--- config.mk ---
export PLATFORM = sky130hd
export DESIGN_NAME = pong_input_conditioner
export DESIGN_NICKNAME = d
export VERILOG_FILES = /design/src/rtl/pong_pkg.sv /design/src/rtl/btn_debounce_ch.sv /design/src/rtl/pong_input_conditioner.sv
export SDC_FILE = /design/constraint.sdc
export NUM_CORES = 1
export LEC_CHECK = 0
export BUFFER_PORTS_ARGS = -buffer_cell sky130_fd_sc_hd__buf_2
export CORE_ASPECT_RATIO = 2
export CORE_MARGIN = 1
export CORE_UTILIZATION = 61
export CTS_CLUSTER_SIZE = 20
export DETAILED_ROUTE_END_ITERATION = 8
export HOLD_SLACK_MARGIN = 0.15
export PLACE_DENSITY = 0.79
export SKIP_LAST_GASP = 1
export SYNTH_ARGS = -nofsm -noshare
export SYNTH_HDL_FRONTEND = slang
export SYNTH_SLANG_ARGS = --single-unit
--- constraint.sdc ---
create_clock -name clk -period 4.65 [get_ports clk]
set_input_delay 0.93 -clock clk [delete_from_list [all_inputs] [get_ports clk]]
set_output_delay 0.93 -clock clk [all_outputs]
set_load 0.005 [all_outputs]
--- src/rtl/pong_pkg.sv ---
// Shared Pong definitions: default button count, button channel indices
// and the default game-tick period.
package pong_pkg;

    localparam int unsigned N_BTN_DEFAULT    = 4;
    localparam int unsigned TICK_DIV_DEFAULT = 100011;

    // Button channel indices into btn_n / btn_level / btn_press / ...
    typedef enum int unsigned {
        BTN_P1_UP = 0,
        BTN_P1_DN = 1,
        BTN_P2_UP = 2,
        BTN_P2_DN = 3
    } btn_idx_e;

    function automatic int unsigned max_u(input int unsigned a, input int unsigned b);
        return (a > b) ? a : b;
    endfunction

endpackage

--- src/rtl/btn_debounce_ch.sv ---
// One button channel: synchroniser, debounce counter, debounced level,
// press/release pulses, hold-on-tick flag and optional auto-repeat.
//
// Configuration macro: BTN_AUTOREPEAT_EN (adds tick-based auto-repeat).
//
// Ports:
//   clk, rst      clock, asynchronous active-high reset
//   btn_n         raw active-low button pin (asynchronous to clk)
//   tick_pre      high in the cycle before the registered game tick
//   level         debounced pressed state (active-high)
//   press         one-cycle pulse on accepted press (and repeats)
//   release_pulse one-cycle pulse on accepted release
//   hold_tick     level & tick, aligned with the registered tick
module btn_debounce_ch
    import pong_pkg::*;
#(
    parameter int unsigned SYNC_STAGES     = 2,
    parameter int unsigned DEBOUNCE_CYCLES = 500000,
    parameter int unsigned REPEAT_DELAY    = 30,
    parameter int unsigned REPEAT_RATE     = 8
) (
    input  logic clk,
    input  logic rst,
    input  logic btn_n,
    input  logic tick_pre,
    output logic level,
    output logic press,
    output logic release_pulse,
    output logic hold_tick
);

    localparam int unsigned CNT_W = $clog2(DEBOUNCE_CYCLES);

    if (SYNC_STAGES < 2) begin : g_chk_sync
        $error("btn_debounce_ch: SYNC_STAGES must be at least 2");
    end
    if (DEBOUNCE_CYCLES < 2) begin : g_chk_deb
        $error("btn_debounce_ch: DEBOUNCE_CYCLES must be at least 2");
    end
    if (REPEAT_DELAY < 1 || REPEAT_RATE < 1) begin : g_chk_rpt
        $error("btn_debounce_ch: REPEAT_DELAY and REPEAT_RATE must be at least 1");
    end

    logic [SYNC_STAGES-1:0] sync_q;
    logic                   synced;
    logic [CNT_W-1:0]       cnt_q, cnt_d;
    logic                   stable_q, stable_d;
    logic                   accept;
    logic                   rise, fall;
    logic                   rpt_fire;
    logic                   press_q, release_q, hold_q;

    // Synchroniser resets to the released (pin high) state.
    always_ff @(posedge clk or posedge rst) begin
        if (rst) begin
            sync_q <= '1;
        end else begin
            sync_q <= {sync_q[SYNC_STAGES-2:0], btn_n};
        end
    end

    assign synced = ~sync_q[SYNC_STAGES-1];

    // Counter only runs while the synced input disagrees with the accepted
    // state; any agreement (a bounce) drops it straight back to zero.
    always_comb begin
        cnt_d    = '0;
        stable_d = stable_q;
        accept   = 1'b0;
        if (synced != stable_q) begin
            if (cnt_q == CNT_W'(DEBOUNCE_CYCLES - 1)) begin
                accept   = 1'b1;
                stable_d = synced;
            end else begin
                cnt_d = cnt_q + 1'b1;
            end
        end
    end

    assign rise = accept & synced;
    assign fall = accept & ~synced;

`ifdef BTN_AUTOREPEAT_EN
    localparam int unsigned RPT_W = $clog2(max_u(REPEAT_DELAY, REPEAT_RATE) + 1);

    logic [RPT_W-1:0] rpt_cnt_q, rpt_cnt_d;
    logic             rpt_first_q, rpt_first_d;

    // Counts ticks strictly after the accepted press; the first interval is
    // REPEAT_DELAY ticks, later ones REPEAT_RATE. A tick landing on the
    // acceptance cycle itself is not counted.
    always_comb begin
        rpt_cnt_d   = rpt_cnt_q;
        rpt_first_d = rpt_first_q;
        rpt_fire    = 1'b0;
        if (rise || !stable_d) begin
            rpt_cnt_d   = '0;
            rpt_first_d = 1'b1;
        end else if (stable_q && tick_pre) begin
            if (rpt_cnt_q == (rpt_first_q ? RPT_W'(REPEAT_DELAY - 1)
                                          : RPT_W'(REPEAT_RATE - 1))) begin
                rpt_fire    = 1'b1;
                rpt_cnt_d   = '0;
                rpt_first_d = 1'b0;
            end else begin
                rpt_cnt_d = rpt_cnt_q + 1'b1;
            end
        end
    end

    always_ff @(posedge clk or posedge rst) begin
        if (rst) begin
            rpt_cnt_q   <= '0;
            rpt_first_q <= 1'b1;
        end else begin
            rpt_cnt_q   <= rpt_cnt_d;
            rpt_first_q <= rpt_first_d;
        end
    end
`else
    assign rpt_fire = 1'b0;
`endif

    always_ff @(posedge clk or posedge rst) begin
        if (rst) begin
            cnt_q     <= '0;
            stable_q  <= 1'b0;
            press_q   <= 1'b0;
            release_q <= 1'b0;
            hold_q    <= 1'b0;
        end else begin
            cnt_q     <= cnt_d;
            stable_q  <= stable_d;
            press_q   <= rise | rpt_fire;
            release_q <= fall;
            hold_q    <= tick_pre & stable_d;
        end
    end

    assign level         = stable_q;
    assign press         = press_q;
    assign release_pulse = release_q;
    assign hold_tick     = hold_q;

endmodule

--- src/rtl/pong_input_conditioner.sv ---
// Pong input conditioner: debounces the active-low push buttons, produces
// clean levels and press/release pulses, and generates the game tick.
//
// Configuration macro: BTN_AUTOREPEAT_EN (auto-repeat btn_press pulses on
// held buttons, paced by the game tick).
//
// Ports:
//   clk           system clock
//   rst           asynchronous active-high reset
//   btn_n         raw active-low buttons
//   btn_level     debounced pressed state
//   btn_press     one-cycle pulse per accepted press (plus repeats)
//   btn_release   one-cycle pulse per accepted release
//   all_released  registered AND of ~btn_level
//   tick          one-cycle game-tick strobe every TICK_DIV cycles
//   btn_hold_tick btn_level & tick, aligned with tick
module pong_input_conditioner
    import pong_pkg::*;
#(
    parameter int unsigned N_BTN           = N_BTN_DEFAULT,
    parameter int unsigned SYNC_STAGES     = 2,
    parameter int unsigned DEBOUNCE_CYCLES = 500000,
    parameter int unsigned TICK_DIV        = TICK_DIV_DEFAULT,
    parameter int unsigned REPEAT_DELAY    = 30,
    parameter int unsigned REPEAT_RATE     = 8
) (
    input  logic             clk,
    input  logic             rst,
    input  logic [N_BTN-1:0] btn_n,
    output logic [N_BTN-1:0] btn_level,
    output logic [N_BTN-1:0] btn_press,
    output logic [N_BTN-1:0] btn_release,
    output logic             all_released,
    output logic             tick,
    output logic [N_BTN-1:0] btn_hold_tick
);

    localparam int unsigned TICK_W = $clog2(TICK_DIV);

    if (TICK_DIV < 2) begin : g_chk_tick
        $error("pong_input_conditioner: TICK_DIV must be at least 2");
    end

    logic [TICK_W-1:0] tick_cnt_q;
    logic              tick_pre;
    logic              tick_q;
    logic              all_rel_q;

    assign tick_pre = (tick_cnt_q == TICK_W'(TICK_DIV - 1));

    always_ff @(posedge clk or posedge rst) begin
        if (rst) begin
            tick_cnt_q <= '0;
            tick_q     <= 1'b0;
        end else begin
            tick_cnt_q <= tick_pre ? '0 : tick_cnt_q + 1'b1;
            tick_q     <= tick_pre;
        end
    end

    for (genvar i = 0; i < N_BTN; i++) begin : g_ch
        btn_debounce_ch #(
            .SYNC_STAGES     (SYNC_STAGES),
            .DEBOUNCE_CYCLES (DEBOUNCE_CYCLES),
            .REPEAT_DELAY    (REPEAT_DELAY),
            .REPEAT_RATE     (REPEAT_RATE)
        ) u_ch (
            .clk           (clk),
            .rst           (rst),
            .btn_n         (btn_n[i]),
            .tick_pre      (tick_pre),
            .level         (btn_level[i]),
            .press         (btn_press[i]),
            .release_pulse (btn_release[i]),
            .hold_tick     (btn_hold_tick[i])
        );
    end

    always_ff @(posedge clk or posedge rst) begin
        if (rst) begin
            all_rel_q <= 1'b1;
        end else begin
            all_rel_q <= ~|btn_level;
        end
    end

    assign tick         = tick_q;
    assign all_released = all_rel_q;

endmodule

==> out/qor.csv <==
metric;value;unit
status;finished, final reports clean;
Achievable Freq;414.9;MHz
Top delay family on crit path;compound AO/OA/AOI/OAI gates;
Rows;49;
Hold Crit Class;reg -> reg;
pin count of the biggest net entering global routing;54;
Final Max Tran Viols;0;
initial DRC count;380;
Synth cell types;40;
final setup violation count;0;
Antenna diodes;0;
maximum root-to-sink buffer count;2;
commonest non-fill, non-tap cell in the layout;dfrtp_1;
Fin. Hold Viols;0;
overall routed net length;11620;µm
H-Tree Depth;4;
Seq cells post-synth;119;
Data arrival, critical path;2.66;ns
CTS Hold Bufs;0;
port buffer count;23;
CP required;4.90;ns
hold_sp;g_ch[0].u_ch.sync_q[0];
critical path endpoint category;flip-flop;
first-pass GRT wire length;19680;µm
synth-to-layout area growth;13.32;%
sequential area share after synthesis;0.5320;
final setup margin;2.240;ns
layout net count;579;
Final TNS setup;0;ns
Residual DRC;0;
Initial Util;0.6278;
Reg clk slew, reported paths;0.06;ns
post-synth net total;558;
Tmin final;2.410;ns
die height;137.7;µm
buffer count from post-CTS setup fixing;0;
total number of vias;4252;
CP Launch Type;flip-flop;
synthesized instance count;546;
Power Density;395.7;nW/µm²
initial antenna violation count;0;
FILL cells;638;
Syn Area/Cell;10.29;µm²
Crit Path Class;reg -> reg;
R2R Path Start;g_ch[2].u_ch.cnt_q[5];
PostCTS Resize Cnt;0;
RSZ-0062 raised after global routing;false;
core area;8951;µm²
CP Launch Point;g_ch[2].u_ch.cnt_q[5];
Worst Skew;0.01513;ns
die area;9623;µm²
Clock Latency Late Sink;0.42;ns
most frequent cells in the layout;110 x dfrtp_1, 73 x nor2_1, 42 x nand2_1;
# Max-Cap Violations;0;
DRT antenna net count;0;
Lkg Pwr;0.002720;µW
Overflow after GRT;0;
I/O pin total;24;
# clock sinks;119;
Ys Warns;0;
worst-path cell chain;nor4bb_1 > nand4_1 > o21ai_1 > nor2_1;
CTS tree;built;
Buf/Inv on CP;0;
cell area after synthesis;5619;µm²
Worst Setup Slack post-DPL;2.272;ns
share of cells above drive strength 1;0.1259;
Worst path slowest cell;o21ai_1;
1st-pass router iterations;5;
number of global-route vias before repair;4285;
Slowest Stage Delay on Critical Path;0.93;ns
Final Cell Area;6367;µm²
Die Wd;69.87;µm
pin slew with the least headroom to its limit;1.166;ns
HPWL after DPL;7666;µm
post-DR vias/cell;6.235;
placed inst area;5727;µm²
Tot GR Track Use;0.2631;
period utilization;0.5183;
worst rel slew slack;0.2174;
mean routed wirelength per cell;17.04;µm
total CTS buffers;17;
VDD IR-drop max;0.3161;mV
clk root buf;clkbuf_16;
crit path max fanout;18;
Placer Congestion;0.9144;
-- cells in the mapped netlist, drive strengths merged --
cell       n  share of area
a21oi     21          0.019
and2       2         0.0022
and3      13          0.014
and3b      1         0.0016
and4      12          0.019
and4b      2         0.0036
buf       19          0.025
clkbuf     5         0.0033
clkinv     1        0.00067
dfrtp    110           0.49
dfstp      9          0.042
ha         6          0.013
inv        7         0.0047
mux2i      3         0.0053
nand2     42          0.028
nand3     38          0.034
nand3b     2         0.0027
nand4     25          0.028
nand4b     1         0.0016
nand4bb    3         0.0089
nor2      73          0.049
nor3      11         0.0098
nor3b      2         0.0027
nor4      14          0.016
nor4b      4         0.0062
nor4bb     2         0.0036
o21ai     15          0.015
o31ai     10          0.013
or3       10          0.011
or3b       1         0.0016
or4       15          0.021
xnor2     35          0.055
xor2      32          0.050
-- logic make-up (layout without fill, tap and decap cells) --
| logic type | Yosys count | in the layout | share of synthesized area |
|---|---|---|---|
| XOR/XNOR | 67 | 67 | 0.1044 |
| buffers and inverters | 32 | 66 | 0.03385 |
| adder cells (fa/ha/maj) | 6 | 6 | 0.01336 |
| flip-flops | 119 | 119 | 0.5320 |
| AO/OA/AOI/OAI | 46 | 46 | 0.04743 |
| AND/OR/NAND/NOR | 273 | 273 | 0.2636 |
| multiplexers | 3 | 3 | 0.005344 |
-- layer usage --
metal	wire, µm	track usage	part of all wire	up-vias
met5	0	0	0	-
met4	246	0.1167	0.021	0
met3	443	0.06145	0.038	27
met2	6468	0.4845	0.56	124
met1	4464	0.2830	0.38	2121
li1	-	-	-	1980
-- final cells by class --
class                           count  area [µm²]  share of cell area
Tap cell                          102       127.6             0.02004
Clock inverter                     12       173.9             0.02731
Inverter                            8       32.53            0.005109
Sequential cell                   119        2989              0.4694
Clock buffer                       20       466.7             0.07330
Multi-Input combinational cell    395        2440              0.3832
Timing Repair Buffer               26       137.6             0.02162
-- registers in the layout, indices dropped and copies added (netlist names) --
signal                   flops
g_ch.u_ch.hold_tick          4
tick                         1
g_ch.u_ch.release_pulse      4
g_ch.u_ch.sync_q             8
g_ch.u_ch.press              4
tick_cnt_q                  17
g_ch.u_ch.cnt_q             76
g_ch.u_ch.level              4
all_released                 1
-- path summary, 6_finish.rpt --
kind / end / slack [ns] / cells after the start
worst max register to register: g_ch[2].u_ch.cnt_q[5] / 2.24 / 4
worst max-delay path: g_ch[2].u_ch.cnt_q[5] / 2.24 / 4
max in group asynchronous: g_ch[1].u_ch.cnt_q[17] / 3.14 / 3
min in group asynchronous: g_ch[1].u_ch.cnt_q[0] / 0.60 / 2
worst min-delay path: g_ch[0].u_ch.sync_q[1] / 0.36 / 0
worst min register to register: g_ch[0].u_ch.sync_q[1] / 0.36 / 0
-- power by group --
part | internal (µW) | switching [µW] | total [µW]
clock network | 936 | 465 | 1400
logic | 14.0 | 40.1 | 54.1
registers | 1050 | 13.7 | 1070
total | 2000 | 518 | 2520
-- stage by stage --
| step | total power (µW) | utilization | cells | hold slack, ns |
|---|---|---|---|---|
| finish | 2520 | 0.7114 | 682 | 0.3555 |
| floorplan | 1118 | - | 546 | 0.3452 |
| detailed placement | 1137 | 0.6398 | 650 | 0.3468 |
| CTS | 2532 | 0.7114 | 682 | 0.3569 |
| global placement | 1135 | 0.6398 | 650 | 0.3458 |
| global route | 2594 | 0.7114 | 682 | 0.3574 |
Power figures use the tool's default switching activity.
